File: config.mk
export PLATFORM = sky130hd
export DESIGN_NAME = conv_encoder_bn_controller
export DESIGN_NICKNAME = d
export VERILOG_FILES = /design/src/rtl/conv_encoder_bn_controller.sv
export SDC_FILE = /design/constraint.sdc
export NUM_CORES = 1
export LEC_CHECK = 0
export BUFFER_PORTS_ARGS = -buffer_cell sky130_fd_sc_hd__buf_4
export CORE_MARGIN = 2
export CORE_UTILIZATION = 45
export DETAILED_ROUTE_END_ITERATION = 10
export GPL_TIMING_DRIVEN = 1
export PLACE_DENSITY = 0.87
export SYNTH_ARGS = -nofsm -noshare
export SYNTH_HDL_FRONTEND = slang
export SYNTH_SLANG_ARGS = --single-unit
File: constraint.sdc
create_clock -name clk -period 1.7 [get_ports clk]
set_input_delay 0.34 -clock clk [delete_from_list [all_inputs] [get_ports clk]]
set_output_delay 0.34 -clock clk [all_outputs]
set_load 0.03 [all_outputs]
File: src/rtl/conv_encoder_bn_controller.sv
// conv_encoder_bn_controller: per-channel parameter fetch and pixel sequencer
// for the conv encoder's batch-normalization unit (y = (x*p + q) >>> 9).
// Optional build macro BN_RELU_EN fuses a ReLU onto out_data.
module conv_encoder_bn_controller #(
    parameter int unsigned CHANNELS = 16,
    parameter int unsigned PIXELS   = 64,
    parameter int unsigned CH_W     = 4,
    parameter int unsigned PIX_W    = 6
) (
    input  logic              clk,
    input  logic              rst,
    input  logic              frame_start,
    output logic              busy,
    output logic              frame_done,
    output logic              param_rd_en,
    output logic [CH_W-1:0]   param_addr,
    input  logic [53:0]       param_data,
    input  logic              in_valid,
    input  logic [17:0]       in_data,
    output logic              in_ready,
    output logic              bn_start,
    output logic [17:0]       bn_x,
    output logic [17:0]       bn_p,
    output logic [35:0]       bn_q,
    input  logic [17:0]       bn_pixel,
    output logic              out_valid,
    output logic [17:0]       out_data,
    output logic              out_ch_last,
    output logic              out_last
);

    localparam int unsigned PIX_DW = 18;
    localparam int unsigned P_W    = 18;
    localparam int unsigned Q_W    = 36;

    localparam logic [CH_W-1:0]  CH_LAST  = CH_W'(CHANNELS - 1);
    localparam logic [PIX_W-1:0] PIX_LAST = PIX_W'(PIXELS - 1);

    typedef enum logic [2:0] {
        S_IDLE,
        S_FETCH,
        S_WAIT,
        S_RUN,
        S_DRAIN,
        S_DONE
    } state_t;

    state_t              state_q, state_d;
    logic [CH_W-1:0]     ch_q, ch_d;
    logic [PIX_W-1:0]    pix_q, pix_d;
    logic [P_W-1:0]      p_q, p_d;
    logic [Q_W-1:0]      q_q, q_d;
    logic                busy_q, busy_d;
    logic                done_q, done_d;
    logic                rd_en_q, rd_en_d;
    logic [CH_W-1:0]     addr_q, addr_d;
    logic                in_ready_q, in_ready_d;
    logic                out_valid_q, out_valid_d;
    logic                out_ch_last_q, out_ch_last_d;
    logic                out_last_q, out_last_d;
    logic [PIX_DW-1:0]   hold_q, hold_d;

    logic                xfer_c;
    logic                pix_last_c;
    logic                ch_last_c;
    logic [PIX_DW-1:0]   result_c;

    assign xfer_c     = in_valid && in_ready_q;
    assign pix_last_c = (pix_q == PIX_LAST);
    assign ch_last_c  = (ch_q == CH_LAST);

`ifdef BN_RELU_EN
    assign result_c = bn_pixel[PIX_DW-1] ? '0 : bn_pixel;
`else
    assign result_c = bn_pixel;
`endif

    // Next-state, counters, parameter latch and registered-output precompute
    always_comb begin
        state_d       = state_q;
        ch_d          = ch_q;
        pix_d         = pix_q;
        p_d           = p_q;
        q_d           = q_q;

        case (state_q)
            S_IDLE: begin
                if (frame_start) begin
                    ch_d    = '0;
                    state_d = S_FETCH;
                end
            end
            S_FETCH: state_d = S_WAIT;
            S_WAIT: begin
                p_d     = param_data[53:36];
                q_d     = param_data[35:0];
                pix_d   = '0;
                state_d = S_RUN;
            end
            S_RUN: begin
                if (xfer_c) begin
                    pix_d = pix_q + PIX_W'(1);
                    if (pix_last_c) begin
                        if (ch_last_c) begin
                            state_d = S_DRAIN;
                        end else begin
                            ch_d    = ch_q + CH_W'(1);
                            state_d = S_FETCH;
                        end
                    end
                end
            end
            S_DRAIN: state_d = S_DONE;
            S_DONE:  state_d = S_IDLE;
            default: state_d = S_IDLE;
        endcase

        // busy drops in DONE so it falls in the same cycle frame_done pulses
        busy_d        = (state_d == S_FETCH) || (state_d == S_WAIT) ||
                        (state_d == S_RUN)   || (state_d == S_DRAIN);
        done_d        = (state_d == S_DONE);
        rd_en_d       = (state_d == S_FETCH);
        addr_d        = (state_d == S_FETCH) ? ch_d : '0;
        in_ready_d    = (state_d == S_RUN);
        out_valid_d   = xfer_c;
        out_ch_last_d = xfer_c && pix_last_c;
        out_last_d    = xfer_c && pix_last_c && ch_last_c;
        hold_d        = out_valid_q ? result_c : hold_q;
    end

    // State and output registers with synchronous active-low reset
    always_ff @(posedge clk) begin
        if (!rst) begin
            state_q       <= S_IDLE;
            ch_q          <= '0;
            pix_q         <= '0;
            p_q           <= '0;
            q_q           <= '0;
            busy_q        <= 1'b0;
            done_q        <= 1'b0;
            rd_en_q       <= 1'b0;
            addr_q        <= '0;
            in_ready_q    <= 1'b0;
            out_valid_q   <= 1'b0;
            out_ch_last_q <= 1'b0;
            out_last_q    <= 1'b0;
            hold_q        <= '0;
        end else begin
            state_q       <= state_d;
            ch_q          <= ch_d;
            pix_q         <= pix_d;
            p_q           <= p_d;
            q_q           <= q_d;
            busy_q        <= busy_d;
            done_q        <= done_d;
            rd_en_q       <= rd_en_d;
            addr_q        <= addr_d;
            in_ready_q    <= in_ready_d;
            out_valid_q   <= out_valid_d;
            out_ch_last_q <= out_ch_last_d;
            out_last_q    <= out_last_d;
            hold_q        <= hold_d;
        end
    end

    assign busy        = busy_q;
    assign frame_done  = done_q;
    assign param_rd_en = rd_en_q;
    assign param_addr  = addr_q;
    assign in_ready    = in_ready_q;
    assign bn_start    = xfer_c;
    assign bn_x        = in_data;
    assign bn_p        = p_q;
    assign bn_q        = q_q;
    assign out_valid   = out_valid_q;
    assign out_data    = out_valid_q ? result_c : hold_q;
    assign out_ch_last = out_ch_last_q;
    assign out_last    = out_last_q;

endmodule

# After elaboration in Yosys (flattened, before gate mapping)
# Index checks and enable logic that the tools add are counted.
# Widths: inputs -> output; s select.
[classes]
addsub = 2
n_eq_ne = 12
n_mux = 13
reduce_logical = 10
[op_table]
columns = ["cell", "n"]
rows = [
  ["$mux 18", 1],
  ["$mux 4", 4],
  ["$pmux 3 s5", 1],
  ["$eq 3x2->1 const B", 4],
  ["$mux 3", 4],
  ["$pmux 6 s2", 1],
  ["$eq 3x3->1 const B", 3],
  ["$pmux 4 s2", 1],
  ["$add 6x1->6 const B", 1],
  ["$eq 3x1->1 const B", 2],
  ["$eq 6x6->1 const B", 1],
  ["$mux 6", 1],
  ["$add 4x1->4 const B", 1],
  ["$eq 4x4->1 const B", 1],
  ["$reduce_and 2->1", 2],
  ["$logic_and 1x1->1", 3],
  ["$logic_not 3->1", 1],
  ["$logic_or 1x1->1", 3],
  ["$ne 2x2->1 const B", 1],
  ["$reduce_bool 2->1", 1],
]
[word_totals]
reg_bits = 96
out_inout_bits = 102
word_cells = 51

# Depth between registers and ports, before layout
# Gate-level depths: netlist (run 1).
[logic_depth]
ltp_word = 9
depth_mapped = 6
ltp_nobuf = 5

# Worst setup path before layout (run 1)
# No wires, ideal clock.
[synth_path]
path_type = "reg-to-output"
from = "register out_valid_q, in the netlist out_valid"
to = "output port out_data[10]"
arrival_time_ns = 1.401
slack_ns = -0.041
path_stages_with_launch = 4
path_buffers = 2
cell_sequence = "dfxtp_1 buf_2 buf_2 mux2_2"
[synth_between]
elab_chain_cells = 1
[synth_rtl]
columns = ["item", "line", "source"]
rows = [
  ["start, declared", "58", "logic out_valid_q, out_valid_d;"],
  ["start signal, assigned", "159", "out_valid_q <= out_valid_d;"],
  ["$mux 18", "176", "assign out_data = out_valid_q ? result_c : hold_q;"],
  ["end, declared", "27", "output logic [17:0] out_data,"],
]
# Every way passes these cells.

# Worst setup path after layout (run 1)
[layout_path]
from = "register out_valid_q, in the netlist out_valid"
to = "output port out_data[15]"
# The elaborated chain is that of the path after synthesis.

==> results of run 1 <==
flip-flops by register name, summed over array words and instances, names as in the netlist:
signal	flops
bn_p	18
bn_q	36
busy	1
ch_q	4
frame_done	1
hold_q	18
in_ready	1
out_ch_last	1
out_last	1
out_valid	1
param_addr	4
param_rd_en	1
pix_q	6
state_q	3
cells in the mapped netlist (all sizes together) (4+ instances only):
cell | n | area share, %
dfxtp | 96 | 50
and3 | 4 | 0.65
a21oi | 59 | 7.7
nand2 | 115 | 11
clkbuf | 9 | 0.88
buf | 35 | 6.2
mux2 | 19 | 5.6
and2 | 20 | 3.3
nor2 | 14 | 1.4
nor3 | 7 | 0.92
inv | 5 | 0.49
metal layers:
metal  global-route usage [%]  part of all wire, %  up-vias
met5                        0                    0        -
met1                     24.2                   39     1635
met4                     7.26                  1.7        0
li1                         -                    -     1678
met3                     4.54                  6.8       24
met2                     35.3                   52      156
layout by cell type (no fill, tap or decap), types with 2 or more instances in the layout:
master,netlist,layout
a32oi_1,2,2
buf_12,0,2
buf_4,20,152
inv_1,4,4
nor4_4,1,2
nor2_1,13,13
mux2_2,19,17
and2_1,20,20
nand2_1,113,113
mux2_4,0,2
nand2_2,2,2
dfxtp_1,96,92
xnor2_1,2,2
inv_6,0,2
a21o_1,3,3
a21oi_1,59,59
dfxtp_2,0,3
nand3_1,2,2
a31oi_1,3,2
buf_6,2,18
and3_1,4,3
nor2b_1,2,2
clkbuf_8,0,12
clkinv_4,0,2
nor3_1,7,7
nand4_1,2,2
nor2_4,0,2
worst max-delay path: cells and delay by family, from the launching register on:
kind                   cells  cell delay (ps)
buffers and inverters      2              290
DFF                        1              370
muxes                      1              370
repair_timing:
action,4_1_cts,5_1_grt
gates cloned,1,0
buffers inserted,1,2
resized for setup,22,15
pin swaps,2,2
setup endpoints to repair,70,26
path summary, 6_finish.rpt:
kind	startpoint	end	cells past startpoint
max	out_valid$_SDFF_PN0_	out_data[15]	3
min	param_data[3]	bn_q[3]$_SDFFE_PN0P_	3
max reg2reg	ch_q[1]$_SDFF_PN0_	ch_q[1]$_SDFF_PN0_	5
min reg2reg	bn_q[16]$_SDFFE_PN0P_	bn_q[16]$_SDFFE_PN0P_	2
where the power goes:
group          internal, mW  switching (mW)  total [mW]
registers              2.34          0.0579        2.40
logic                 0.348           0.479       0.826
clock network         0.670           0.804        1.47
final cells by class:
class | count | area, µm² | area share [%]
Clock buffer | 12 | 165 | 3.07
Clock inverter | 4 | 35.0 | 0.652
Inverter | 5 | 18.8 | 0.349
Multi-Input combinational cell | 283 | 1710 | 31.8
Sequential cell | 96 | 1930 | 35.9
Tap cell | 105 | 131 | 2.44
Timing Repair Buffer | 172 | 1380 | 25.8
through the flow:
stage	utilization (%)	TNS [ps]	worst slack (ps)
2_1_floorplan	-	0	72.0
3_3_place_gp	60.6	0	1.99
3_5_place_dp	60.6	-2380	-114
4_1_cts	64.2	-374	-36.8
5_1_grt	65.4	-882	-62.2
6_report	65.4	-49.7	-17.5
cells by family (layout without fill, tap and decap cells):
logic type / count (synthesis) / count (layout)
and+or+nand+nor: 181 / 182
DFF: 96 / 96
AOI/OAI and AO/OA: 77 / 77
buffers and inverters: 49 / 193
muxes: 19 / 19
xor gates and xnor gates: 3 / 3
adders and majority gates: 2 / 2
==> results.json, run 1 <==
{
  "status": "finished, violations left",
  "violations": "setup timing",
  "final-hold-violation-count": 0,
  "diodes": 0,
  "r2r_slack_ps": 50,
  "postCtsHoldBufs": 0,
  "crit_path_end_kind": "output pin",
  "grt_pass1_vias": 3153,
  "die_h_um": 96.2,
  "synth_edf_count": 0,
  "dieArea_um2": 9250,
  "synthMuxAreaShare_pct": 5.60,
  "fill_cells": 639,
  "first_pass_iters": 4,
  "seq_area_frac_synth_pct": 50.3,
  "worst_ep_required_time_ps": 1360,
  "cap_violations": 0,
  "startpoint_type": "flop",
  "synthArstFlopShare_pct": 0,
  "dp.final_hpwl_mm": 6.77,
  "slew_headroom_pct": 53.5,
  "crit_slowest_cell": "dfxtp_4",
  "grt_use_total_pct": 20.2,
  "wl_per_cell_um": 14.9,
  "synthSimpleGateAreaFrac_pct": 22.9,
  "worst_slack_ps": -17.5,
  "syn-num-nets": 523,
  "io-pin-count": 196,
  "crit_arrival_ps": 1380,
  "leakage_nw": 2.34,
  "nets": 663,
  "clk_latency_ps": 350,
  "fin_cells": 677,
  "rows": 33,
  "synth_fa_ha_area_share_pct": 0.655,
  "tightest_slew_ps": 696,
  "grt_pass1_wl_mm": 14.6,
  "synthesis.area_um2": 3820,
  "grt_max_degree": 59,
  "period_minus_slack_ps": 1720,
  "htree_levels": 3,
  "start_util_pct": 46.5,
  "fmaxAchievable_mhz": 582,
  "clock_skew_ps": 15.7,
  "drcViolationCount": 0,
  "ant_nets": 0,
  "slew_viol_final": 0,
  "numCtsBuffers": 9,
  "critical_path.cell_chain": "buf_12, mux2_2, buf_6",
  "ys_warn_count": 0,
  "synth-compound-area-share_pct": 12.3,
  "dpl_cell_area_um2": 4980,
  "cts_tree": "done",
  "ys.flop_type": "dfxtp_1",
  "layout-drive-gt1-share_pct": 41.1,
  "die_w_um": 96.2,
  "ir_drop_mv": 0.469,
  "globalRouteOverflowTotal": 0,
  "drt_wl_total_mm": 10.1,
  "syn_to_final_growth_pct": 40.6,
  "place.gp.congestion": 0.821,
  "root_buffer": "clkbuf_8",
  "clkTransAtPathRegs_ps": 100,
  "rsz0062_at_grt": "true",
  "portBuffers": 159,
  "syn_area_per_cell_um2": 8.95,
  "cts_buffer_depth": 2,
  "final_area_um2": 5370,
  "fp.coreArea_um2": 8220,
  "clock_sinks": 96,
  "synth_top_family_by_area": "simple AND/OR/NAND/NOR gates",
  "drtIter0Drc": 111,
  "antenna_found_initial": 0,
  "holdWs_ps": 221,
  "cellPowerDensity_nw_per_um2": 874,
  "total_power_mw": 4.70,
  "dr_total_vias": 3493,
  "dp.cells": 657,
  "synth_xor_area_share_pct": 0.687,
  "fin_crit_sh_pct": 101,
  "ys_ff_latch": 96,
  "finalSetupViolations": 6,
  "synthesis.instances": 427,
  "worstPathMaxFanout": 14,
  "cp_slowest_stage_delay_ps": 370,
  "hp-class": "in2reg",
  "vias_per_cell": 5.16,
  "ys_types": 49,
  "critPathKind": "reg2out"
}
Note: power is estimated with default switching activity, not from simulation.
==> inputs of run 2 (changes only) <==
Settings changed: BUFFER_PORTS_ARGS -buffer_cell sky130_fd_sc_hd__buf_4 to unset, DONT_BUFFER_PORTS set to 1, PLACE_DENSITY 0.87 to 0.68.
==> run 2 against run 1 <==
  * The run now ends clean
  * Via count decreased by 19%
  * Routed wire length decreased by 17%
  * Critical path depth decreased by 1
  * Sequential share of layout area increased by 11 points
  * Register-to-register slack about the same
  * Count of clock-buffer cells in the layout decreased by 1
  * Largest power group unchanged
  * Highest routed layer unchanged
==> results.json, run 2 (synthesized netlist as in run 1, its figures left out) <==
{
  "tightest_slew_ps": 681,
  "worstHoldStart": "param_data[52]",
  "slew_headroom_pct": 54.5,
  "vias_per_cell": 5.41,
  "fmaxAchievable_mhz": 595,
  "clock_skew_ps": 8.51,
  "portBuffers": 0,
  "nets": 507,
  "final-hold-violation-count": 0,
  "globalRouteOverflowTotal": 0,
  "leakage_nw": 1.50,
  "critical_path.cell_chain": "buf_4, mux2_2",
  "r2r_slack_ps": 50,
  "holdPathEnd": "bn_p[16]$_SDFFE_PN0P_",
  "htree_levels": 3,
  "crit_path_end_kind": "output pin",
  "grt_use_total_pct": 16.3,
  "crit_arrival_ps": 1340,
  "layout-drive-gt1-share_pct": 17.8,
  "grt_max_degree": 55,
  "worstHoldPathCells": 2,
  "period_minus_slack_ps": 1680,
  "dr_total_vias": 2812,
  "startpoint_type": "flop",
  "cellPowerDensity_nw_per_um2": 1040,
  "place.gp.congestion": 0.829,
  "grt_pass1_vias": 2453,
  "ff2ff_path_depth": 5,
  "root_buffer": "clkbuf_8",
  "antenna_found_initial": 0,
  "worst_ep_required_time_ps": 1360,
  "die_h_um": 96.2,
  "clk_latency_ps": 340,
  "grt_pass1_wl_mm": 11.6,
  "finalSetupViolations": 0,
  "ant_nets": 0,
  "cts_tree": "done",
  "worstPathMaxFanout": 10,
  "cts_buffer_depth": 2,
  "final_common_cell": "nand2_1",
  "wl_per_cell_um": 16.0,
  "fp.coreArea_um2": 8220,
  "rows": 33,
  "cp_slowest_stage_delay_ps": 450,
  "crit_slowest_cell": "mux2_2",
  "postCtsHoldBufs": 0,
  "clock_sinks": 96,
  "die_w_um": 96.2,
  "slew_viol_final": 0,
  "ir_drop_mv": 0.491,
  "setup_tns_ps": 0,
  "dp.final_hpwl_mm": 5.50,
  "critPathKind": "reg2out",
  "dp_slack_ps": -118,
  "status": "finished clean",
  "io-pin-count": 196,
  "worst_slack_ps": 18.2,
  "start_util_pct": 46.5,
  "syn_to_final_growth_pct": 7.07,
  "first_pass_iters": 4,
  "drcViolationCount": 0,
  "r2r_start": "state_q[1]$_SDFF_PN0_",
  "drt_wl_total_mm": 8.34,
  "drtIter0Drc": 60,
  "clkTransAtPathRegs_ps": 100,
  "hp-class": "in2reg",
  "fin_crit_sh_pct": 98.9,
  "largest_reg_flops": 36,
  "diodes": 0,
  "cap_violations": 0,
  "numCtsBuffers": 9,
  "mostFrequentLayoutCells": "nand2_1, dfxtp_1, a21oi_1",
  "reg2reg_to": "ch_q[1]$_SDFF_PN0_",
  "dieArea_um2": 9250,
  "rsz0062_at_grt": "true"
}
==> run 2: how the worst max path moves through the flow <==
stage,cells after the start,endpoint,from
CTS,1,out_data[2],out_valid$_SDFF_PN0_
global route,2,out_data[16],out_valid$_SDFF_PN0_
finish,2,out_data[2],out_valid$_SDFF_PN0_
floorplan,3,out_data[10],out_valid$_SDFF_PN0_
detailed placement,3,bn_p[11]$_SDFFE_PN0P_,state_q[0]$_SDFF_PN0_
global placement,5,in_ready$_SDFF_PN0_,ch_q[1]$_SDFF_PN0_
==> run 2: report_power, final <==
| part | leakage, nW | switching, mW | internal, mW |
|---|---|---|---|
| clock network | 0.0776 | 0.747 | 0.567 |
| registers | 0.780 | 0.222 | 2.34 |
| logic | 0.643 | 0.243 | 0.129 |
==> run 2: repair_timing <==
item | CTS | global route
endpoints found under the setup margin | 75 | 31
buffers inserted | 0 | 3
gates resized for setup | 5 | 17
pin swaps | 1 | 3
endpoints found under the hold margin | 0 | 0
cloned | 1 | 0
==> run 2: critical path: cells and delay by family (launching register included) <==
family / cells / cell delay [ps]
flops: 1 / 350
buf+inv: 1 / 190
mux: 1 / 450
==> run 2: area by class of cell <==
type                       count  area [µm²]
sequential                    96        1930
timing repair buffer          16         140
fill                         805        4120
tap                          105         131
clock inverter                 4        31.3
inverter                       5        18.8
multi-input combinational    283        1700
clock buffer                  11         141
==> run 2: per-stage QoR <==
step	hold slack, ps	utilization (%)	instance area [µm²]	cells	total power, mW
after floorplan	460	-	3820	427	2.97
after global placement	469	46.2	3800	501	2.95
after detailed placement	469	46.2	3800	501	2.97
after CTS	83.7	48.6	4000	517	4.30
after global routing	79.7	49.8	4090	520	4.44
final	109	49.8	4090	520	4.25
==> run 2: per-layer routing <==
| metal | routed length (µm) | vias up | GRT usage, % |
|---|---|---|---|
| li1 | - | 1365 | - |
| met1 | 3350 | 1338 | 18.6 |
| met2 | 4250 | 102 | 27.9 |
| met3 | 689 | 7 | 6.11 |
| met4 | 49 | 0 | 5.48 |
| met5 | 0 | - | 0 |
